File: src/rtl/dma_pkg.sv
// Shared types and constants for the DMA priority resolver.
package dma_pkg;

  localparam int NUM_CH = 4;

  typedef logic [1:0] ch_idx_t;

  typedef enum logic [1:0] {
    IDLE    = 2'd0,
    REQ     = 2'd1,
    SERVICE = 2'd2
  } dma_state_t;

  // Channel that follows the given one in rotating order, wrapping 3 -> 0.
  function automatic ch_idx_t next_ch(input ch_idx_t ch);
    return ch_idx_t'(ch + 2'd1);
  endfunction

endpackage

File: src/rtl/dma_prio_arbiter.sv
// Combinational picker: scans req_vec starting at prio_ptr and returns the first
// requesting channel as a one-hot grant plus its encoded index.
module dma_prio_arbiter
  import dma_pkg::*;
(
  input  logic [NUM_CH-1:0] req_vec,
  input  ch_idx_t           prio_ptr,
  output logic [NUM_CH-1:0] grant,
  output ch_idx_t           grant_idx
);

  logic found;

  // NOTE: every output gets a default before the search loop, so no path leaves
  // a value unassigned and no latch is inferred.
  always_comb begin
    grant     = '0;
    grant_idx = '0;
    found     = 1'b0;
    for (int i = 0; i < NUM_CH; i++) begin : scan
      ch_idx_t cand;
      cand = ch_idx_t'(prio_ptr + ch_idx_t'(i));
      if (!found && req_vec[cand]) begin
        found           = 1'b1;
        grant_idx       = cand;
        grant[cand]     = 1'b1;
      end
    end
  end

endmodule

File: src/rtl/dma_priority_resolver.sv
// DMA channel priority resolver: IDLE/REQ/SERVICE handshake with timing control.
// Define DMA_ROTATE_PRIO_EN to build the rotating-priority pointer (rotateEn selects mode).
module dma_priority_resolver
  import dma_pkg::*;
(
  input  logic        CLK,
  input  logic        RESET,
  input  logic [3:0]  DREQ,
  input  logic        dreqSenseLow,
  input  logic        dackSenseHigh,
  input  logic        ctrlDisable,
  input  logic        rotateEn,
  input  logic [3:0]  maskReg,
  input  logic [3:0]  swReq,
  input  logic        hrq,
  input  logic        validDACK,
  input  logic        svcDone,
  output logic        VALID_DREQ0,
  output logic        VALID_DREQ1,
  output logic        VALID_DREQ2,
  output logic        VALID_DREQ3,
  output logic [3:0]  DACK,
  output logic [1:0]  activeCh
);

  logic [NUM_CH-1:0] req_vec;
  logic [NUM_CH-1:0] arb_grant;
  ch_idx_t           arb_idx;
  ch_idx_t           arb_ptr;
  ch_idx_t           win_ch;
  dma_state_t        state;
  logic [NUM_CH-1:0] valid_q;
  logic [NUM_CH-1:0] dack_q;
  logic              svc_end;

  assign req_vec = ((DREQ ^ {NUM_CH{dreqSenseLow}}) & ~maskReg) | swReq;
  assign svc_end = (state == SERVICE) && svcDone;

  dma_prio_arbiter u_arbiter (
    .req_vec   (req_vec),
    .prio_ptr  (arb_ptr),
    .grant     (arb_grant),
    .grant_idx (arb_idx)
  );

`ifdef DMA_ROTATE_PRIO_EN
  ch_idx_t prio_ptr;

  // Pointer always tracks the channel after the last one served; rotateEn only
  // decides at arbitration time whether it is honoured.
  always_ff @(posedge CLK or negedge RESET) begin
    if (!RESET) begin
      prio_ptr <= '0;
    end else if (svc_end) begin
      prio_ptr <= next_ch(win_ch);
    end
  end

  assign arb_ptr = rotateEn ? prio_ptr : '0;
`else
  logic unused_rotate_en;

  assign unused_rotate_en = rotateEn;
  assign arb_ptr          = '0;
`endif

  // NOTE: sequential state uses non-blocking assignments so every register
  // samples the pre-edge values regardless of statement order.
  always_ff @(posedge CLK or negedge RESET) begin
    if (!RESET) begin
      state   <= IDLE;
      win_ch  <= '0;
      valid_q <= '0;
      dack_q  <= '0;
    end else begin
      case (state)
        IDLE: begin
          if ((|req_vec) && !ctrlDisable) begin
            state   <= REQ;
            win_ch  <= arb_idx;
            valid_q <= arb_grant;
          end
        end
        REQ: begin
          // Winner stays latched; only its own request or the handshake matter here.
          if (hrq && validDACK) begin
            state  <= SERVICE;
            dack_q <= valid_q;
          end else if (!req_vec[win_ch] && !hrq) begin
            state   <= IDLE;
            valid_q <= '0;
          end
        end
        SERVICE: begin
          if (svcDone) begin
            state   <= IDLE;
            valid_q <= '0;
            dack_q  <= '0;
          end
        end
        default: begin
          state   <= IDLE;
          valid_q <= '0;
          dack_q  <= '0;
        end
      endcase
    end
  end

  assign VALID_DREQ0 = valid_q[0];
  assign VALID_DREQ1 = valid_q[1];
  assign VALID_DREQ2 = valid_q[2];
  assign VALID_DREQ3 = valid_q[3];

  // Inactive bits sit at the inverse of dackSenseHigh.
  assign DACK     = dack_q ^ {NUM_CH{~dackSenseHigh}};
  assign activeCh = win_ch;

endmodule
File: config.mk
export PLATFORM = sky130hd
export DESIGN_NAME = dma_priority_resolver
export DESIGN_NICKNAME = d
export VERILOG_FILES = /design/src/rtl/dma_pkg.sv /design/src/rtl/dma_prio_arbiter.sv /design/src/rtl/dma_priority_resolver.sv
export SDC_FILE = /design/constraint.sdc
export NUM_CORES = 1
export LEC_CHECK = 0
export ABC_AREA = 1
export CAP_MARGIN = 30
export CORE_MARGIN = 2
export CORE_UTILIZATION = 43
export DETAILED_ROUTE_END_ITERATION = 16
export PLACE_DENSITY = 0.79
export SLEW_MARGIN = 25
export SYNTH_ARGS = -nofsm -noshare
export SYNTH_HDL_FRONTEND = slang
export SYNTH_SLANG_ARGS = --single-unit
File: constraint.sdc
create_clock -name CLK -period 1.55 [get_ports CLK]
set_clock_uncertainty 0.2 [all_clocks]
set_input_delay 0.31 -clock CLK [delete_from_list [all_inputs] [get_ports CLK]]
set_output_delay 0.31 -clock CLK [all_outputs]
set_load 0.01 [all_outputs]
==> results.py, run 1 <==
metrics = {
    "floorplanning": {
        "initial_cell_density_of_the_core": 0.466,
        "core-area_um2": 1750,
        "top_level_ports": 31,
        "row_count": 15,
        "fp.dieW_um": 47.5,
        "fp.dieH_um": 47.5,
        "design.die.area_um2": 2260,
    },
    "setup_path": {
        "crit_path_end_kind": "flip-flop",
        "path_buf_inv": 2,
        "kind_of_launch_point_of_the_worst_setup_path": "input pin",
        "critPathTopFamily": "simple AND/OR/NAND/NOR gates",
        "critPathMaxFanout": 5,
        "worstRegToRegCells": 11,
        "worstPathCellList": "clkdlybuf4s50_1 > inv_1 > nand3_2 > nand2_1 > nor2_2 > nand2_2 > nand3_2 > nand2_4 > nand3_1 > nand2_2",
        "critical_path_required_ns": 1.52,
        "critical_path_arrival_ns": 1.52,
        "timing.critical_path.slowest_stage_cell": "clkdlybuf4s50_1",
        "criticalPathCategory": "in2reg",
        "path_depth": 10,
        "worst_path_largest_cell_delay_ns": 0.45,
    },
    "placement": {
        "post-place-cells": 174,
        "gp_routability_congestion": 0.805,
        "numPortBuffers": 29,
        "place_hpwl_mm": 1.63,
        "worst_setup_slack_post_dpl_ns": -0.561,
        "postPlaceCellArea_um2": 1170,
    },
    "finish": {
        "multi_input_comb_area_um2": 517,
        "share_of_layout_cells_above_drive_strength_1": 0.348,
        "number_of_cells_in_the_finished_layout_apart_from_fillers": 183,
        "final_util": 0.745,
        "finish.net_count": 180,
        "design_area_um2": 1300,
        "syn_to_final_growth_pct": 59.8,
        "nFillCells": 142,
        "final-seq-area_um2": 300,
        "insertedDiodeCount": 0,
    },
    "pwr": {
        "power.density_cell_area_nw_per_um2": 1240,
        "worst_ir_drop_vdd_mv": 0.779,
        "static-leakage-power_nw": 0.727,
    },
    "clock_network": {
        "clkSinkCount": 12,
        "htree_num_levels": 1,
        "clock_latency_ns": 0.27,
        "cts-buffers-inserted": 3,
        "clk_root_buffer_cell": "clkbuf_4",
        "cts.reportedPaths.clkPinSlew_ns": 0.07,
        "cts_tree": "done",
        "cts-root-to-sink-buffers": 2,
    },
    "timing": {
        "drv_slew": 0,
        "final.period_utilization": 0.998,
        "relSlewSlack": 0.830,
        "final.min_clock_period_ns": 1.55,
        "setup-violations-final": 0,
        "fin_ws_ns": 0.00328,
        "hold_viol": 0,
        "rsz0062_at_grt": "true",
        "maxClockFrequency_ghz": 0.647,
        "tightestPinTransition_ns": 0.254,
    },
    "yosys": {
        "synth_cells": 116,
        "synth_edf_count": 0,
        "yosys_register_bits": 12,
        "async_flop_share": 1.00,
        "syn-cell-area_um2": 813,
        "synth_seq_area_share": 0.369,
        "synthesis.area_per_instance_um2": 7.01,
        "primary_flip_flop_cell_chosen_by_synthesis_mapping": "dfrtp_1",
        "post_synthesis_cell_type_count": 19,
        "yosys_warnings": 0,
        "synth_nets": 137,
    },
    "global_routing": {
        "residual_overflow_from_global_routing": 0,
        "gr-usage-all-layers": 0.204,
        "grt_antenna_before_repair": 0,
        "grt_first_pass_wirelength_mm": 3.17,
        "vias_in_the_first_global_route": 796,
        "grt_max_degree": 13,
    },
    "status": {
        "outcome": "complete, no violations",
    },
    "routing": {
        "via_count": 876,
        "detail_route.iter0.violations": 16,
        "drt_pre_antenna_iters": 4,
        "route.detailed.vias_per_inst": 4.79,
        "finalWirelength_mm": 2.23,
        "route.detailed.drc": 0,
        "avgRoutedWirePerCell_um": 12.2,
        "ant_nets": 0,
    },
    "job": {
        "drv_cap": 0,
    },
    "min_path": {
        "hold_class": "in2async",
    },
}
final cells by class:
cell class / instances / share of cell area
clock buffer: 4 / 0.0279
inverter: 20 / 0.0597
multi-input combinational: 83 / 0.397
sequential: 12 / 0.231
tap: 25 / 0.0241
timing repair buffer: 39 / 0.260
sequential cells by signal (all words and copies together) (netlist names):
name,count
state,2
valid_q,4
activeCh,2
dack_q,4
cell families after synthesis:
family                 synth area share
buffers and inverters            0.0969
AO/OA/AOI/OAI                    0.0661
AND/OR/NAND/NOR                   0.425
flip-flops                        0.369
XOR/XNOR                         0.0431
metal layers:
layer,part of all wire,vias up,track usage
met1,0.44,413,0.242
met3,0.044,2,0.0604
met4,0.0054,0,0.0667
li1,-,446,-
met2,0.51,15,0.351
met5,0,-,0
cells in the mapped netlist, types with 2 or more instances:
| master | number | share of area |
|---|---|---|
| dfrtp_1 | 12 | 0.37 |
| nand2_2 | 3 | 0.023 |
| nor2_2 | 2 | 0.015 |
| nand3_2 | 2 | 0.025 |
| nand2_4 | 3 | 0.042 |
| nand2_1 | 34 | 0.16 |
| nand3_1 | 16 | 0.098 |
| inv_1 | 19 | 0.088 |
| o22ai_1 | 2 | 0.015 |
| nor2_1 | 7 | 0.032 |
| xnor2_1 | 4 | 0.043 |
| o21ai_0 | 5 | 0.031 |
power by group:
part / leakage, nW / switching, mW / internal (mW)
clock network: 0.0210 / 0.105 / 0.143
registers: 0.161 / 0.0732 / 0.405
logic: 0.545 / 0.504 / 0.386
total: 0.727 / 0.681 / 0.934
cells in the final DEF, fill, tap and decap left out, types with 2 or more instances in the layout:
cell type	instances
nand2_1	26
inv_1	17
dfrtp_1	12
nand2_2	11
clkdlybuf4s50_1	11
buf_4	10
nand3_1	9
dlygate4sd2_1	9
nand3_2	8
nor2_2	5
o21ai_0	5
xnor2_1	4
buf_2	4
nor2_1	3
nand2_4	3
clkbuf_4	3
dlymetal6s2s_1	3
inv_2	2
nor2_4	2
o22ai_1	2
through the flow:
step                hold slack [ns]  TNS (ns)  power (mW)
finish                        0.126         0        1.62
global route                  0.131    -0.391        1.74
CTS                           0.122         0        1.51
detailed placement            0.294     -6.42        1.28
global placement              0.292     -5.93        1.25
floorplan                    -0.186         0       0.940
final timing paths:
kind / endpoint / slack (ns) / from
min: valid_q[0]$_DFFE_PN0P_ / 0.13 / RESET
max: valid_q[1]$_DFFE_PN0P_ / 0.003 / maskReg[1]
max in group asynchronous: dack_q[3]$_DFFE_PN0P_ / 0.87 / RESET
max reg2reg: valid_q[2]$_DFFE_PN0P_ / 0.02 / activeCh[0]$_DFFE_PN0P_
min reg2reg: valid_q[0]$_DFFE_PN0P_ / 0.31 / valid_q[0]$_DFFE_PN0P_
min in group CLK: valid_q[0]$_DFFE_PN0P_ / 0.31 / valid_q[0]$_DFFE_PN0P_
timing repair:
action                                  CTS  global route
resized for setup                        33            27
endpoints found under the setup margin   17            11
pin swaps                                 8            14
buffers inserted                          4             1
hold buffers                              0             0
Note: power is estimated with default switching activity, not from simulation.
==> run 2: changes to the inputs <==
- CORE_MARGIN: 2 -> 8
==> run 2 against run 1 <==
Compared with the run above: die area grew 57%; wire length grew 13%; clock-buffer cell count shrank 1; sequential share of layout area shrank 0.54 points; critical endpoint is now valid_q[0]$_DFFE_PN0P_.
==> results.py, run 2 (synthesized netlist as in run 1, its figures left out) <==
metrics = {
    "pwr": {
        "power_frac_seq": 0.307,
        "static-leakage-power_nw": 0.740,
        "power.density_cell_area_nw_per_um2": 1190,
        "cellInternalPower_mw": 0.872,
        "net-switching-power_mw": 0.711,
        "comb_power_share": 0.571,
        "worst_ir_drop_vdd_mv": 0.880,
        "netSwitchingFraction": 0.449,
        "power.share.clock": 0.121,
        "power.total_mw": 1.58,
    },
    "setup_path": {
        "crit_path_end_kind": "flip-flop",
        "worst_r2r_startpoint": "activeCh[0]$_DFFE_PN0P_",
        "criticalPathCategory": "in2reg",
        "timing.reg2reg.setup_slack_ns": 0.04,
        "critPathMaxFanout": 5,
        "kind_of_launch_point_of_the_worst_setup_path": "input pin",
        "worstRegToRegCells": 10,
        "critical_path_required_ns": 1.52,
        "critical_path_arrival_ns": 1.48,
        "timing.rr.end": "valid_q[0]$_DFFE_PN0P_",
    },
    "routing": {
        "via_count": 917,
        "route.detailed.vias_per_inst": 4.98,
        "detail_route.iter0.violations": 26,
        "avgRoutedWirePerCell_um": 13.8,
        "finalWirelength_mm": 2.53,
        "ant_nets": 0,
        "drt_pre_antenna_iters": 4,
        "route.detailed.drc": 0,
    },
    "clock_network": {
        "cts.reportedPaths.clkPinSlew_ns": 0.07,
        "clkSinkCount": 12,
        "clock_latency_ns": 0.27,
        "cts-buffers-inserted": 3,
        "htree_num_levels": 1,
        "holdBufCountCts": 0,
        "clk_root_buffer_cell": "clkbuf_4",
        "cts_tree": "done",
        "cts-root-to-sink-buffers": 2,
    },
    "placement": {
        "worst_setup_slack_post_dpl_ns": -0.566,
        "postPlaceCellArea_um2": 1180,
        "numPortBuffers": 29,
        "place_hpwl_mm": 1.79,
        "gp_routability_congestion": 0.795,
    },
    "finish": {
        "most_frequent_cells_in_the_layout": "19 x nand2_1, 17 x nand2_2, 14 x inv_1",
        "finish.net_count": 182,
        "syn_to_final_growth_pct": 63.7,
        "mostFrequentLayoutCell": "nand2_1",
        "largestRegisters": "dack_q x4, valid_q x4",
        "insertedDiodeCount": 0,
        "share_of_layout_cells_above_drive_strength_1": 0.415,
        "nFillCells": 128,
        "design_area_um2": 1330,
    },
    "timing": {
        "maxClockFrequency_ghz": 0.662,
        "hold_viol": 0,
        "relSlewSlack": 0.817,
        "rsz0062_at_grt": "true",
        "drv_slew": 0,
        "setup_tns_ns": 0,
        "final.min_clock_period_ns": 1.51,
        "final.period_utilization": 0.975,
        "tightestPinTransition_ns": 0.273,
        "setup-violations-final": 0,
        "fin_ws_ns": 0.0390,
    },
    "global_routing": {
        "vias_in_the_first_global_route": 912,
        "grt_first_pass_wirelength_mm": 4.06,
        "grt_max_degree": 13,
        "gr-usage-all-layers": 0.150,
        "residual_overflow_from_global_routing": 0,
        "grt_antenna_before_repair": 0,
    },
    "min_path": {
        "hold_class": "in2async",
    },
    "floorplanning": {
        "fp.dieH_um": 59.5,
        "top_level_ports": 31,
        "fp.dieW_um": 59.5,
        "core-area_um2": 1750,
        "design.die.area_um2": 3540,
        "initial_cell_density_of_the_core": 0.466,
        "row_count": 15,
    },
    "status": {
        "outcome": "complete, no violations",
    },
    "job": {
        "drv_cap": 0,
    },
}
## run 2: cell count changes in the layout (fill, tap and decap cells not counted), sizes merged
cell | before | now
buf | 15 | 16
dlygate4sd2 | 9 | 11
dlymetal6s2s | 3 | 4
clkbuf | 5 | 4
clkdlybuf4s50 | 11 | 9
## run 2: worst max path at each step
stage / slack, ns / from / to
floorplan: 0.20 / state[1]$_DFFE_PN0P_ / dack_q[0]$_DFFE_PN0P_
global placement: -0.55 / dackSenseHigh / DACK[3]
detailed placement: -0.57 / dackSenseHigh / DACK[3]
CTS: 0.003 / state[1]$_DFFE_PN0P_ / dack_q[3]$_DFFE_PN0P_
global route: -0.03 / activeCh[0]$_DFFE_PN0P_ / valid_q[2]$_DFFE_PN0P_
finish: 0.04 / swReq[2] / valid_q[0]$_DFFE_PN0P_
## run 2: power groups by stage
stage,clock (mW),sequential (mW),combinational [mW]
after floorplan,0,0.492,0.447
after global placement,0,0.478,0.782
after detailed placement,0,0.485,0.799
after CTS,0.199,0.477,0.794
after global routing,0.216,0.494,0.990
final,0.192,0.487,0.904
## run 2: stage by stage
| step | std cells | utilization | hold slack [ns] |
|---|---|---|---|
| floorplan | 116 | - | -0.186 |
| global placement | 175 | 0.674 | 0.289 |
| detailed placement | 175 | 0.674 | 0.297 |
| CTS | 182 | 0.723 | 0.138 |
| global route | 184 | 0.763 | 0.152 |
| finish | 184 | 0.763 | 0.137 |
## run 2: what timing repair did
action                                 in CTS  in global routing
endpoints found under the hold margin       0                  0
pin swaps                                  12                 19
setup endpoints to repair                  17                 11
resized for setup                          46                 26
buffers inserted                            4                  2
## run 2: worst max-delay path, stage by stage
cell             delay (ns)
clkdlybuf4s50_1        0.42
inv_2                  0.07
nand3_1                0.10
nand2_2                0.09
nand2_2                0.05
nand2_2                0.07
nand2_2                0.08
nand2_4                0.11
nand2_4                0.07
nand2_1                0.06
nand2_1                0.05
## run 2: layer usage
layer | track usage | wire (um) | up-vias | part of all wire
met1 | 0.148 | 988 | 430 | 0.39
met2 | 0.274 | 1300 | 27 | 0.51
met3 | 0.0607 | 176 | 11 | 0.069
li1 | - | - | 449 | -
met5 | 0 | 0 | - | 0
met4 | 0.0510 | 67 | 0 | 0.026
## run 2: layout make-up
class / instances / area, um2 / area share
repair buffers: 41 / 352 / 0.264
flip-flops and latches: 12 / 300 / 0.226
well taps: 25 / 31.3 / 0.0235
multi-input cells: 83 / 551 / 0.414
clock buffers: 3 / 22.5 / 0.0169
inverters: 20 / 75.1 / 0.0564
==> run 3: changes to the inputs <==
- CTS_CLUSTER_DIAMETER: default -> 150
- clock period: 1.55 -> 1.6 ns (I/O delays scaled with it)
==> run 3 against run 2 <==
Compared with the run above: flip-flop and latch count is the same; core utilization shrank 2.6 points; die area did not move; non-clock buffer count fell by 3; clock power fell by 5%; cell area is 3.4% lower; via count is 3.2% lower; wire length decreased by 6.3%; critical endpoint unchanged; largest cell class unchanged; largest power group unchanged.
==> results.py, run 3 (synthesized netlist as in run 1, its figures left out) <==
metrics = {
    "status": {
        "outcome": "complete, no violations",
    },
    "finish": {
        "most_frequent_cells_in_the_layout": "20 x nand2_1, 19 x inv_1, 17 x nand2_2",
        "largestRegisters": "dack_q x4, valid_q x4",
        "mostFrequentLayoutCell": "nand2_1",
        "multi_input_comb_area_um2": 522,
        "nFillCells": 145,
        "final-seq-area_um2": 300,
        "share_of_layout_cells_above_drive_strength_1": 0.359,
        "insertedDiodeCount": 0,
        "finish.net_count": 179,
        "syn_to_final_growth_pct": 58.2,
    },
    "routing": {
        "route.detailed.vias_per_inst": 4.91,
        "finalWirelength_mm": 2.37,
        "route.detailed.drc": 0,
        "detail_route.iter0.violations": 14,
        "avgRoutedWirePerCell_um": 13.1,
        "ant_nets": 0,
        "drt_pre_antenna_iters": 4,
        "via_count": 888,
    },
    "pwr": {
        "static-leakage-power_nw": 0.743,
        "power.share.clock": 0.124,
        "comb_power_share": 0.555,
        "worst_ir_drop_vdd_mv": 0.829,
        "cellInternalPower_mw": 0.822,
        "power.density_cell_area_nw_per_um2": 1140,
        "power_frac_seq": 0.321,
        "net-switching-power_mw": 0.648,
        "netSwitchingFraction": 0.441,
    },
    "global_routing": {
        "residual_overflow_from_global_routing": 0,
        "grt_use_met1": 0.144,
        "grt_util_met2": 0.237,
        "gr-usage-all-layers": 0.136,
        "grt_antenna_before_repair": 0,
        "grt_max_degree": 13,
        "vias_in_the_first_global_route": 831,
        "grt_first_pass_wirelength_mm": 3.66,
        "grt_use_met3": 0.0564,
        "grt_max_usage_layer": "met2",
    },
    "min_path": {
        "hold_class": "in2async",
    },
    "clock_network": {
        "cts_tree": "done",
        "htree_num_levels": 1,
        "cts-buffers-inserted": 3,
        "clk_root_buffer_cell": "clkbuf_4",
        "cts.reportedPaths.clkPinSlew_ns": 0.07,
        "clock_latency_ns": 0.27,
        "clkSinkCount": 12,
        "cts-root-to-sink-buffers": 2,
        "holdBufCountCts": 0,
    },
    "floorplanning": {
        "design.die.area_um2": 3540,
        "fp.dieW_um": 59.5,
        "top_level_ports": 31,
        "fp.dieH_um": 59.5,
        "initial_cell_density_of_the_core": 0.466,
        "row_count": 15,
        "core-area_um2": 1750,
    },
    "timing": {
        "final.period_utilization": 0.976,
        "drv_slew": 0,
        "tightestPinTransition_ns": 0.273,
        "relSlewSlack": 0.817,
        "hold_viol": 0,
        "setup_tns_ns": 0,
        "setup-violations-final": 0,
        "fin_hold_ws_ns": 0.149,
        "final.min_clock_period_ns": 1.56,
        "maxClockFrequency_ghz": 0.640,
    },
    "setup_path": {
        "critPathMaxFanout": 5,
        "critical_path_arrival_ns": 1.53,
        "crit_path_end_kind": "flip-flop",
        "criticalPathCategory": "in2reg",
        "kind_of_launch_point_of_the_worst_setup_path": "input pin",
        "critical_path_required_ns": 1.56,
    },
    "placement": {
        "place_hpwl_mm": 1.79,
        "gp_routability_congestion": 0.795,
        "numPortBuffers": 29,
    },
    "job": {
        "drv_cap": 0,
    },
}
[run 3: timing repair]
item	in CTS	in global routing
endpoints found under the hold margin	0	0
setup buffers	0	3
resized for setup	19	38
pin swaps	0	18
endpoints found under the setup margin	17	13
[run 3: worst paths after layout]
kind / to / depth (start not counted) / slack, ns / from
worst max register to register: valid_q[0]$_DFFE_PN0P_ / 10 / 0.08 / activeCh[0]$_DFFE_PN0P_
worst min register to register: valid_q[2]$_DFFE_PN0P_ / 2 / 0.32 / valid_q[2]$_DFFE_PN0P_
worst max-delay path: valid_q[0]$_DFFE_PN0P_ / 12 / 0.04 / maskReg[2]
max in group asynchronous: activeCh[1]$_DFFE_PN0P_ / 2 / 0.89 / RESET
worst min-delay path: dack_q[3]$_DFFE_PN0P_ / 2 / 0.15 / RESET
min in group CLK: valid_q[2]$_DFFE_PN0P_ / 2 / 0.32 / valid_q[2]$_DFFE_PN0P_
[run 3: worst max-delay path, stage by stage]
cell and delay, ns:
clkdlybuf4s50_1 0.45, inv_1 0.04, nand3_2 0.09, nand3_2 0.07, nand2_2 0.08, nand2_2 0.05, nand2_2 0.07, nand2_2 0.07
nand2_4 0.10, nand2_4 0.07, nand2_1 0.06, nand2_1 0.05
[run 3: power groups by stage]
stage	clock (mW)	sequential (mW)	combinational [mW]
CTS	0.193	0.462	0.731
finish	0.182	0.472	0.815
global route	0.209	0.479	0.898
global placement	0	0.463	0.758
detailed placement	0	0.470	0.774
floorplan	0	0.477	0.433
[run 3: final cells by class]
| type | count | share of cell area |
|---|---|---|
| Sequential cell | 12 | 0.233 |
| Inverter | 20 | 0.0584 |
| Timing Repair Buffer | 38 | 0.261 |
| Clock buffer | 3 | 0.0175 |
| Tap cell | 25 | 0.0243 |
| Multi-Input combinational cell | 83 | 0.406 |
[run 3: metrics by stage]
stage	setup WS, ns	utilization	instances	instance area (um2)	power (mW)
6_report	0.0380	0.737	181	1290	1.47
5_1_grt	-0.0192	0.737	181	1290	1.59
4_1_cts	0.000294	0.680	178	1190	1.39
3_3_place_gp	-0.522	0.674	175	1180	1.22
2_1_floorplan	0.247	-	116	813	0.910
3_5_place_dp	-0.536	0.674	175	1180	1.24
[run 3: per-layer routing]
| metal | share of wire | routed length, um | vias up |
|---|---|---|---|
| met5 | 0 | 0 | - |
| li1 | - | - | 442 |
| met2 | 0.51 | 1220 | 25 |
| met1 | 0.41 | 977 | 416 |
| met3 | 0.069 | 163 | 5 |
| met4 | 0.0072 | 17 | 0 |
